### src/rtl/disp_pkg.sv
// Shared types and constants for the four-digit multiplexed display scanner.
package disp_pkg;

    localparam int NUM_DIGITS = 4;
    localparam int IDX_W      = $clog2(NUM_DIGITS);
    localparam int NIB_W      = 4;
    localparam int VAL_W      = NUM_DIGITS * NIB_W;

    typedef enum logic {
        ST_BLANK = 1'b0,
        ST_DRIVE = 1'b1
    } scan_state_t;

    // Segment order {g,f,e,d,c,b,a}, active-high
    typedef logic [6:0] seg7_t;

    localparam seg7_t                 SEG_OFF = 7'h00;
    localparam logic [NUM_DIGITS-1:0] AN_OFF  = '1;

    // A digit above position 0 is suppressed when it and every digit to its
    // left are zero; digit 0 always shows so a zero value still reads "0".
    function automatic logic lz_suppress(input logic [VAL_W-1:0] v,
                                         input logic [IDX_W-1:0] k);
        logic sup;
        sup = (k != '0);
        for (int i = 0; i < NUM_DIGITS; i++) begin
            if ((i >= int'(k)) && (v[i*NIB_W +: NIB_W] != '0)) begin
                sup = 1'b0;
            end
        end
        return sup;
    endfunction

endpackage

### src/rtl/seven_segment_display_deco.sv
// Hex nibble to seven-segment pattern, segments {g,f,e,d,c,b,a} active-high.
module seven_segment_display_deco
    import disp_pkg::*;
(
    input  logic [3:0] hex_i,
    output seg7_t      seg_o
);

    // Pure lookup; glyphs b and d are lower case so they differ from 8 and 0
    always_comb begin
        seg_o = SEG_OFF;
        case (hex_i)
            4'h0: seg_o = 7'h3F;
            4'h1: seg_o = 7'h06;
            4'h2: seg_o = 7'h5B;
            4'h3: seg_o = 7'h4F;
            4'h4: seg_o = 7'h66;
            4'h5: seg_o = 7'h6D;
            4'h6: seg_o = 7'h7D;
            4'h7: seg_o = 7'h07;
            4'h8: seg_o = 7'h7F;
            4'h9: seg_o = 7'h6F;
            4'hA: seg_o = 7'h77;
            4'hB: seg_o = 7'h7C;
            4'hC: seg_o = 7'h39;
            4'hD: seg_o = 7'h5E;
            4'hE: seg_o = 7'h79;
            4'hF: seg_o = 7'h71;
            default: seg_o = SEG_OFF;
        endcase
    end

endmodule

### src/rtl/display_scan_controller.sv
// Multiplexed four-digit seven-segment scanner with blanking dead time,
// frame-synchronous value update and optional leading-zero suppression.
//
//   state    | meaning
//   ---------+------------------------------------------------------------
//   ST_BLANK | all anodes off for BLANK_CYCLES before digit idx
//   ST_DRIVE | anode idx on for DWELL_CYCLES showing shadow nibble idx
//
// Both cycle parameters must be at least 1.
module display_scan_controller
    import disp_pkg::*;
#(
    parameter int DWELL_CYCLES = 50000,
    parameter int BLANK_CYCLES = 1000
) (
    input  logic                  clk,
    input  logic                  rst,
    input  logic                  en,
    input  logic                  load,
    input  logic [VAL_W-1:0]      value,
    input  logic [NUM_DIGITS-1:0] dp_mask,
    input  logic                  lz_blank,
    output logic [NUM_DIGITS-1:0] an,
    output seg7_t                 seg,
    output logic                  dp,
    output logic                  frame_done,
    output logic                  update_pending
);

    localparam int MAX_CYC = (DWELL_CYCLES > BLANK_CYCLES) ? DWELL_CYCLES : BLANK_CYCLES;
    localparam int CNT_W   = (MAX_CYC > 1) ? $clog2(MAX_CYC) : 1;

    localparam logic [CNT_W-1:0] DWELL_LAST = CNT_W'(DWELL_CYCLES - 1);
    localparam logic [CNT_W-1:0] BLANK_LAST = CNT_W'(BLANK_CYCLES - 1);
    localparam logic [IDX_W-1:0] IDX_LAST   = IDX_W'(NUM_DIGITS - 1);

    scan_state_t           state_q, state_d;
    logic [IDX_W-1:0]      idx_q, idx_d;
    logic [CNT_W-1:0]      cnt_q, cnt_d;

    logic [VAL_W-1:0]      shadow_val_q, shadow_val_d;
    logic [NUM_DIGITS-1:0] shadow_dp_q, shadow_dp_d;
    logic [VAL_W-1:0]      pend_val_q, pend_val_d;
    logic [NUM_DIGITS-1:0] pend_dp_q, pend_dp_d;
    logic                  pend_flag_q, pend_flag_d;

    logic [NUM_DIGITS-1:0] an_q, an_d;
    seg7_t                 seg_q, seg_d;
    logic                  dp_q, dp_d;
    logic                  frame_done_q, frame_done_d;

    logic                  boundary;
    logic [NIB_W-1:0]      nibble_sel;
    seg7_t                 seg_dec;

    // Last drive cycle of the final digit: the only point where a pending
    // update may move into the shadow while scanning.
    assign boundary = (state_q == ST_DRIVE) && (idx_q == IDX_LAST) && (cnt_q == DWELL_LAST);

    // Decoder looks at the digit about to be shown so its result can be
    // registered alongside the state transition.
    assign nibble_sel = shadow_val_q[{idx_d, 2'b00} +: NIB_W];

    seven_segment_display_deco u_deco (
        .hex_i (nibble_sel),
        .seg_o (seg_dec)
    );

    // Scan sequencing: blank/drive alternation, cycle counter, digit index
    always_comb begin
        state_d = state_q;
        idx_d   = idx_q;
        cnt_d   = cnt_q;
        if (!en) begin
            state_d = ST_BLANK;
            idx_d   = '0;
            cnt_d   = '0;
        end else begin
            case (state_q)
                ST_BLANK: begin
                    if (cnt_q == BLANK_LAST) begin
                        state_d = ST_DRIVE;
                        cnt_d   = '0;
                    end else begin
                        cnt_d = cnt_q + 1'b1;
                    end
                end
                ST_DRIVE: begin
                    if (cnt_q == DWELL_LAST) begin
                        state_d = ST_BLANK;
                        cnt_d   = '0;
                        idx_d   = idx_q + 1'b1;
                    end else begin
                        cnt_d = cnt_q + 1'b1;
                    end
                end
                default: begin
                    state_d = ST_BLANK;
                    idx_d   = '0;
                    cnt_d   = '0;
                end
            endcase
        end
    end

    // Double-buffered display data: loads park in pending and move to the
    // shadow only at the frame boundary, or straight through while stopped.
    always_comb begin
        shadow_val_d = shadow_val_q;
        shadow_dp_d  = shadow_dp_q;
        pend_val_d   = pend_val_q;
        pend_dp_d    = pend_dp_q;
        pend_flag_d  = pend_flag_q;
        if (!en) begin
            pend_flag_d = 1'b0;
            if (load) begin
                shadow_val_d = value;
                shadow_dp_d  = dp_mask;
            end else if (pend_flag_q) begin
                shadow_val_d = pend_val_q;
                shadow_dp_d  = pend_dp_q;
            end
        end else if (boundary) begin
            pend_flag_d = 1'b0;
            if (load) begin
                shadow_val_d = value;
                shadow_dp_d  = dp_mask;
                pend_val_d   = value;
                pend_dp_d    = dp_mask;
            end else if (pend_flag_q) begin
                shadow_val_d = pend_val_q;
                shadow_dp_d  = pend_dp_q;
            end
        end else if (load) begin
            pend_val_d  = value;
            pend_dp_d   = dp_mask;
            pend_flag_d = 1'b1;
        end
    end

    // Output pins for the next state, so they switch on the same edge
    always_comb begin
        an_d         = AN_OFF;
        seg_d        = SEG_OFF;
        dp_d         = 1'b0;
        frame_done_d = (state_d == ST_DRIVE) && (idx_d == IDX_LAST) && (cnt_d == DWELL_LAST);
        if (state_d == ST_DRIVE) begin
            seg_d = seg_dec;
            dp_d  = shadow_dp_q[idx_d];
            if (!(lz_blank && lz_suppress(shadow_val_q, idx_d))) begin
                an_d = ~(NUM_DIGITS'(1) << idx_d);
            end
        end
    end

    // State, data and output registers with synchronous reset
    always_ff @(posedge clk) begin
        if (rst) begin
            state_q      <= ST_BLANK;
            idx_q        <= '0;
            cnt_q        <= '0;
            shadow_val_q <= '0;
            shadow_dp_q  <= '0;
            pend_val_q   <= '0;
            pend_dp_q    <= '0;
            pend_flag_q  <= 1'b0;
            an_q         <= AN_OFF;
            seg_q        <= SEG_OFF;
            dp_q         <= 1'b0;
            frame_done_q <= 1'b0;
        end else begin
            state_q      <= state_d;
            idx_q        <= idx_d;
            cnt_q        <= cnt_d;
            shadow_val_q <= shadow_val_d;
            shadow_dp_q  <= shadow_dp_d;
            pend_val_q   <= pend_val_d;
            pend_dp_q    <= pend_dp_d;
            pend_flag_q  <= pend_flag_d;
            an_q         <= an_d;
            seg_q        <= seg_d;
            dp_q         <= dp_d;
            frame_done_q <= frame_done_d;
        end
    end

    assign an             = an_q;
    assign seg            = seg_q;
    assign dp             = dp_q;
    assign frame_done     = frame_done_q;
    assign update_pending = pend_flag_q;

endmodule

### config.mk
export PLATFORM = sky130hd
export DESIGN_NAME = display_scan_controller
export DESIGN_NICKNAME = d
export VERILOG_FILES = /design/src/rtl/disp_pkg.sv /design/src/rtl/seven_segment_display_deco.sv /design/src/rtl/display_scan_controller.sv
export SDC_FILE = /design/constraint.sdc
export NUM_CORES = 1
export LEC_CHECK = 0
export CAP_MARGIN = 20
export CORE_MARGIN = 4
export CORE_UTILIZATION = 56
export DETAILED_ROUTE_END_ITERATION = 16
export GPL_TIMING_DRIVEN = 0
export PLACE_DENSITY = 0.83
export SLEW_MARGIN = 20
export SYNTH_ARGS = -nofsm -noshare
export SYNTH_HDL_FRONTEND = slang
export SYNTH_SLANG_ARGS = --single-unit
### constraint.sdc
create_clock -name clk -period 3.25 [get_ports clk]
set_input_delay 0.65 -clock clk [delete_from_list [all_inputs] [get_ports clk]]
set_output_delay 0.65 -clock clk [all_outputs]
set_load 0.02 [all_outputs]
======== After elaboration in Yosys (flattened, before gate mapping) ========
Memory sizes are Yosys's and may differ from the RTL's. A register that Yosys moved wholly into a read port is not among the register bits.
Index checks and enable logic that the tools add are counted.
word-level totals
  output and inout bits ................... 14
  bits in read-only memories .............. 112
  memories ................................ 1
  register bits after elaboration ......... 66
  word-level logic and storage cells ...... 73
memories
  name              depth  width  rd ports  clocked after memory_dff  write ports  RTL line                          source
  (name not given)  16     7      1         1                         0            seven_segment_display_deco.sv:12  case (hex_i)
operators by class
  muxes and demuxes ....................... 26
  shift operators ......................... 2
  reduce and logical (&&, ||, !) cells .... 17
  add/sub/neg operators ................... 2
  order comparisons ....................... 4
  bitwise gates (word level) .............. 4
  equality and inequality tests ........... 6
operators with widths
  cell                                                                                number
  16-bit 2-to-1 mux                                                                   7
  16-bit == test, second input constant                                               2
  16-bit one-hot mux with 2 select lines                                              1
  16-bit by 1-bit adder with 16-bit output, second input constant                     1
  16-bit by 10-bit == test with 1-bit output, second input constant                   1
  4-bit 2-to-1 mux                                                                    4
  4-bit nonzero test                                                                  4
  16-bit by 5-bit variable part select with 4-bit output                              1
  1-bit 2-to-1 mux                                                                    9
  1-bit logical AND                                                                   8
  2-bit 2-to-1 mux                                                                    3
  3-bit OR reduction                                                                  2
  2-bit == test, second input constant                                                2
  1-bit by 2-bit greater-or-equal comparator with 1-bit output, first input constant  2
  4-bit NOT                                                                           1
  1-bit by 2-bit << shifter with 4-bit output, first input constant                   1
  2-bit by 3-bit < comparator with 1-bit output, second input constant                1
  1-bit NOT                                                                           3
  2-bit by 1-bit adder with 2-bit output, second input constant                       1
  1-bit binary-select mux with 2-bit select                                           1
  2-bit greater-or-equal comparator, first input constant                             1
  2-bit by 1-bit != test with 1-bit output, second input constant                     1
  1-bit one-hot mux with 2 select lines                                               1
  2-bit AND reduction                                                                 1
  2 further kinds                                                                     2

======== Logic depth before layout (Yosys ltp) ========
Gate-level depths: netlist of the first run.
  word-level depth ........................ 13
  gate-level depth with buffers ........... 13
  mapped depth without buffers ............ 12

======== Modules after synthesis ========
From an unflattened synthesis of the first run, not the netlist that was laid out.
second synthesis, totals
  cell total of the unflattened synthesis .. 408
  area, all modules ....................... 3612.2 sq um
modules (own cells, without submodules)
  module                      cells an instance  instances  area an instance (sq um)  sequential area each (sq um)
  display_scan_controller     375                1          3324.4                    1461.4
  seven_segment_display_deco  33                 1          287.8                     0.0

======== Least setup slack after synthesis of the first run ========
OpenSTA, ideal clock, no wires.
  path kind ............................... register to register
  start ................................... register cnt_q[0]
  end ..................................... register seg_q[6], in the netlist seg[6]
  path slack .............................. 0.225 ns
  arrival ................................. 2.930 ns
  stages on the path, launching flop included .. 13
  period minus slack after synthesis ...... 3.025 ns
  cells stage by stage .................... dfxtp_1 ha_1 nand3_4 or3_4 nor2_4 buf_6 o21ai_0 a22o_1 a221oi_2 inv_1 ha_1 mux2_2 a221oi_1
on the way
  longest elaborated chain between the ends .. 6
  elaborated cells between the ends (all ways) .. 12
  those cells by class .................... eq/ne (2); shift (1); mux (7); bitwise (1); reduce/logical (1)
RTL lines
  item                                                                    RTL line                        source
  from (decl)                                                             display_scan_controller.sv:39   logic [CNT_W-1:0] cnt_q, cnt_d;
  from (signal assigned)                                                  display_scan_controller.sv:174  cnt_q <= cnt_d;
  parallel branches: the longest is 6 deep, another holds 16-bit == test  --
  to (decl)                                                               display_scan_controller.sv:48   seg7_t seg_q, seg_d;
Several ways; the timed one is not identified.
A chain may end at the register's enable or synchronous reset.

======== Worst setup path in the final report of the first run ========
Ends and elaborated chain as after synthesis.

==> results of run 1 <==
==> placed cells by master (no fill, tap or decap), drive strengths merged, types with 12 or more instances in the layout <==
| cell | instances |
|---|---|
| nor2 | 51 |
| inv | 13 |
| a21oi | 24 |
| nor3 | 12 |
| a211oi | 21 |
| dfxtp | 73 |
| nand2 | 60 |
| mux2i | 26 |
| clkdlybuf4s50 | 35 |
| clkbuf | 30 |
==> sequential cells by signal, indices dropped and copies added, names as in the netlist <==
name	count
pend_dp_q	4
seg	7
idx_q	2
update_pending	1
an	4
pend_val_q	16
frame_done	1
state_q	1
shadow_dp_q	4
cnt_q	16
dp	1
shadow_val_q	16
==> through the flow <==
stage          area (um2)  instances  power (uW)  setup TNS [ns]
2_1_floorplan        3652        423        1091               0
3_3_place_gp         4109        536        1155          -1.675
3_5_place_dp         4109        536        1161          -2.327
4_1_cts              4325        552        1876               0
5_1_grt              4345        552        1951               0
6_report             4345        552        1867               0
==> per-layer routing <==
| metal | GRT usage [%] | vias to the layer above | routed length, um |
|---|---|---|---|
| met1 | 27.11 | 1463 | 3580 |
| met4 | 7.143 | 0 | 176 |
| met3 | 7.356 | 14 | 486 |
| met2 | 37.11 | 83 | 3814 |
| li1 | - | 1585 | - |
| met5 | 0 | - | 0 |
==> repair_timing <==
action                                  4_1_cts  5_1_grt
endpoints found under the setup margin        4        2
gates resized for setup                       3        6
setup buffers                                 1        0
pin swaps                                     0        1
gates cloned                                  0        0
==> worst max-delay path: cells and delay by family (launching register included) <==
kind            cells  cell delay [ns]
simple gates        3             0.64
fa+ha+maj           2             0.43
flops               1             0.39
buf+inv             2             0.29
compound gates      3             0.59
mux                 2             0.60
==> cells by family (layout without fill, tap and decap cells) <==
kind of cell | Yosys count | count (layout) | synth area share (%)
buffers and inverters | 40 | 92 | 4.796
XOR/XNOR | 18 | 18 | 4.317
AND/OR/NAND/NOR | 172 | 172 | 22.92
flip-flops | 73 | 73 | 40.01
adder cells (fa/ha/maj) | 10 | 10 | 3.357
AO/OA/AOI/OAI | 82 | 82 | 16.65
multiplexers | 28 | 28 | 7.948
==> final cells by class <==
| class | count | share of cell area [%] |
|---|---|---|
| buffer | 29 | 3.081 |
| clock buffer | 10 | 2.937 |
| clock inverter | 6 | 1.670 |
| timing repair buffer | 37 | 8.437 |
| tap | 77 | 2.217 |
| inverter | 10 | 0.8638 |
| sequential | 73 | 33.69 |
| multi-input combinational | 310 | 47.11 |
==> power groups by stage <==
stage,Combinational (uW),Sequential [uW],Clock (uW)
after CTS,195,949,733
after floorplan,129,962,0
after global routing,217,954,780
after detailed placement,193,969,0
final,196,950,721
after global placement,187,967,0
==> path summary, 6_finish.rpt <==
check | from | endpoint | slack, ns | depth (start not counted)
hold / removal | pend_dp_q[2]$_SDFFE_PP0P_ | pend_dp_q[2]$_SDFFE_PP0P_ | 0.46 | 2
hold reg to reg | pend_dp_q[2]$_SDFFE_PP0P_ | pend_dp_q[2]$_SDFFE_PP0P_ | 0.46 | 2
setup reg to reg | cnt_q[0]$_SDFF_PP0_ | seg[6]$_SDFF_PP0_ | 0.20 | 12
setup / recovery | cnt_q[0]$_SDFF_PP0_ | seg[6]$_SDFF_PP0_ | 0.20 | 12
==> reports/results.ini, run 1 <==
[layout]
antenna_cells=0
nNetsFinal=504
fillers=540
regArea_um2=1464
layout-drive-gt1-share_pct=9.895
areaGrowthSynthToFinish_pct=18.98
final_util_pct=68.43
multiInputGateArea_um2=2047

[power]
swShare_pct=26.16
powerDensity_nw_per_um2=429.7
power_frac_clock_pct=38.6
pwr-share-comb_pct=10.5
power_frac_seq_pct=50.9
max-vdd-ir-drop_mv=0.3771
power.switching_uw=488.5
cellLeakagePower_uw=0.001602
power.internal_uw=1379

[logic_synthesis]
synthTopCellsByCount=dfxtp_1 (73), nand2_1 (59), nor2_1 (49)
synth_nets=457
yosysSeqAreaShare_pct=40.01
synthTopCellsByArea=dfxtp_1 (40%), mux2i_1 (6.9%), nand2_1 (6.1%)
synth_flop_cell=dfxtp_1
yosysWarnings=0
synth_edf_count=0
synth_area_leader_cell=dfxtp_1
synthCells=423
synthArstFlopShare_pct=0
yosys_register_bits=73
syn_avg_cell_area_um2=8.634
ys_types=65
synth_top_area_share_pct=40.01
synth_area_um2=3652
yosysMostFrequentCell=dfxtp_1

[sta]
hold_viol=0
relSlewSlack_pct=49.17
setup_viol=0
rsz0062_at_grt=no
worst_slew_pin_slew_ns=0.7624
skew_ns=0.01829
setup_ws_ns=0.2037
fin_hold_ws_ns=0.4555
post-route-period-util_pct=93.73
fmax_mhz=328.3
finalMaxSlewViolations=0
period_minus_slack_ns=3.046

[floorplanning]
start_util_pct=57.52
die_h_um=88.76
rows=29
io_pins=39
die_area_um2=7878
die_w_um=88.76
design.core.area_um2=6350

[drt]
ant_nets=0
first_pass_iters=4
dr_total_vias=3145
wirelength_um=8057
wl_per_cell_um=14.60
drc=0
drt-initial-drc-count=246
vias_per_cell=5.697

[critical_path]
crit_type=reg2reg
start_kind=flop
cp-end-kind=flop
cp.arrival_ns=3.30
crit_path_top_delay_cell=or3_4
cpPeakStageDelay_ns=0.44
cp_max_fo=10
worstPathRequired_ns=3.51
timing.critical_path.cells=ha_4, nand3_4, or3_4, nor2_4, buf_6, mux2_4, o22a_1, o221ai_4, inv_1, ha_2, mux2_2, a221oi_1

[run_status]
status=complete, no violations

[global_routing]
grt_max_degree=15
track_usage_pct=22.27
grt_pass1_vias=3012
grt_pass1_wl_um=13730
grt_overflow=0
antenna_found_initial=0

[place]
dp_hpwl_um=6041
port_buffers=36
gp_congestion=0.9074
post-place-ws_ns=-0.5159

[clock_network]
clk_latency_ns=0.36
hold_buffers=0
htree_levels=3
cts_tree=built
clock_sinks=73
clk_pin_slew_worst_paths_ns=0.08
cts-root-buf=clkbuf_8
cts_buffers=9
clk_path_buf_depth=2

[worst_hold_path]
min_path_type=reg2reg

[flow_run]
cap_violations=0

No activity file was read; power rests on OpenSTA's default activity.
==> inputs of run 2 (changes only) <==
SYNTH_HIERARCHICAL = 1   (was unset)
==> reports/results.ini, run 2 <==
[clock_network]
clk_latency_ns=0.35
cts_tree=built
htree_levels=3
clk_path_buf_depth=2
clk_pin_slew_worst_paths_ns=0.07
cts_buffers=9
cts-root-buf=clkbuf_8
clock_sinks=73
hold_buffers=0

[floorplanning]
die_w_um=88.32
design.core.area_um2=6096
io_pins=39
die_area_um2=7800
start_util_pct=59.26
die_h_um=88.32
rows=28

[logic_synthesis]
yosysMostFrequentCell=dfxtp_1
syn_avg_cell_area_um2=8.853
synthCells=408
synthXorXnorAreaFrac_pct=3.879
synthTopCellsByCount=dfxtp_1 (73), nand2_1 (57), a21oi_1 (47)
yosys.area_share.adder_pct=3.117
synthTopCellsByArea=dfxtp_1 (40%), mux2i_1 (7.2%), a21oi_1 (6.5%)
synth_flop_cell=dfxtp_1
synth_area_leader_cell=dfxtp_1
yosysSeqAreaShare_pct=40.46
yosysWarnings=6
yosys_register_bits=73
synth_top_area_share_pct=40.46
synthSimpleGateAreaFrac_pct=20.26
synth_top_family_by_area=simple AND/OR/NAND/NOR gates
synthArstFlopShare_pct=0
synth-compound-area-share_pct=16.63
ys_types=54
synthMuxAreaShare_pct=10.18
synth_edf_count=0
synth_area_um2=3612
synth_nets=442

[layout]
areaGrowthSynthToFinish_pct=21.23
fin_cells=539
top_regs=cnt_q x16, pend_val_q x16, shadow_val_q x16
nNetsFinal=493
antenna_cells=0
layout_commonest_cell=dfxtp_1
layout-drive-gt1-share_pct=11.64
final_util_pct=71.84
final_cell_mix=dfxtp_1 (72), nand2_1 (57), a21oi_1 (47)

[drt]
wirelength_um=8115
vias_per_cell=5.768
wl_per_cell_um=15.06
wl_met3_um=402
top_layer_used=met4
ant_nets=0
route.met2.wl_um=3896
first_pass_iters=5
drc=0
drt-met1-wl_um=3666
dr_total_vias=3109
drt-initial-drc-count=165

[critical_path]
cp.arrival_ns=3.35
worstPathRequired_ns=3.50
crit_type=reg2reg
cp-end-kind=flop
cp_max_fo=6
start_kind=flop

[worst_hold_path]
min_path_type=reg2reg

[global_routing]
grt_overflow=0
track_usage_pct=21.68
grt_pass1_wl_um=13210
grt_pass1_vias=2838
grt_max_degree=14
antenna_found_initial=0

[sta]
hold_viol=0
post-route-period-util_pct=95.58
setup_viol=0
finalMaxSlewViolations=0
skew_ns=0.008839
period_minus_slack_ns=3.106
fmax_mhz=321.9
setup_ws_ns=0.1437
rsz0062_at_grt=no
worst_slew_pin_slew_ns=0.7262
relSlewSlack_pct=51.14

[flow_run]
cap_violations=0

[power]
max-vdd-ir-drop_mv=0.3588
powerDensity_nw_per_um2=466.3
cellLeakagePower_uw=0.001615

[place]
dp_hpwl_um=5589
post-place-ws_ns=-0.5357
port_buffers=37
place_inst=520
gp_congestion=0.8961

[run_status]
status=complete, no violations

run 2: worst max-delay path: stages, from the launching register on:
cell      delay [ns]
dfxtp_1         0.39
ha_4            0.19
and4bb_1        0.23
and4_4          0.23
buf_6           0.12
mux2_2          0.40
a222oi_1        0.33
nand2_1         0.15
inv_2           0.11
ha_1            0.25
mux4_1          0.48
and2_1          0.14
run 2: cell type report:
cell class	instances	area, um2
flip-flops and latches	73	1463
multi-input cells	296	1974
clock buffers	10	137.6
inverters	10	37.54
fillers	474	1717
plain buffers	29	163.9
clock inverters	6	113.9
well taps	75	93.84
repair buffers	40	395.4
run 2: repair_timing:
| action | CTS | global route |
|---|---|---|
| gates resized for setup | 5 | 5 |
| buffers inserted | 3 | 0 |
| endpoints found under the setup margin | 5 | 4 |
| pin swaps | 2 | 1 |
run 2: final timing paths:
path                         startpoint                          to  slack, ns  cells after the start
max                 cnt_q[1]$_SDFF_PP0_           seg[3]$_SDFF_PP0_       0.14                     11
min          pend_val_q[2]$_SDFFE_PP0P_  pend_val_q[2]$_SDFFE_PP0P_       0.46                      2
max reg2reg         cnt_q[1]$_SDFF_PP0_           seg[3]$_SDFF_PP0_       0.14                     11
min reg2reg  pend_val_q[2]$_SDFFE_PP0P_  pend_val_q[2]$_SDFFE_PP0P_       0.46                      2
run 2: stage by stage:
step	hold slack, ns	power [uW]	setup TNS (ns)	area, um2
floorplan	0.4357	1097	0	3612
global placement	0.4409	1163	-1.634	4076
detailed placement	0.4475	1170	-2.243	4076
CTS	0.4580	2047	0	4365
global route	0.4742	2123	0	4379
finish	0.4564	2042	0	4379
run 2: where the power goes:
part	switching (uW)	total (uW)	leakage, uW	internal (uW)
clock	349	882	0.000119	533
sequential	22.2	948	0.000595	925
combinational	112	212	0.000901	99.8
total	483	2040	0.00162	1560
run 2: kinds of logic after synthesis:
group,Yosys count
AO/OA/AOI/OAI,91
XOR/XNOR,16
adder cells (fa/ha/maj),9
buffers and inverters,39
flip-flops,73
multiplexers,34
AND/OR/NAND/NOR,146
run 2: routing by layer:
layer	track usage, %	vias up
li1	-	1555
met4	8.379	0
met2	35.96	89
met5	0	-
met1	27.87	1452
met3	4.190	13
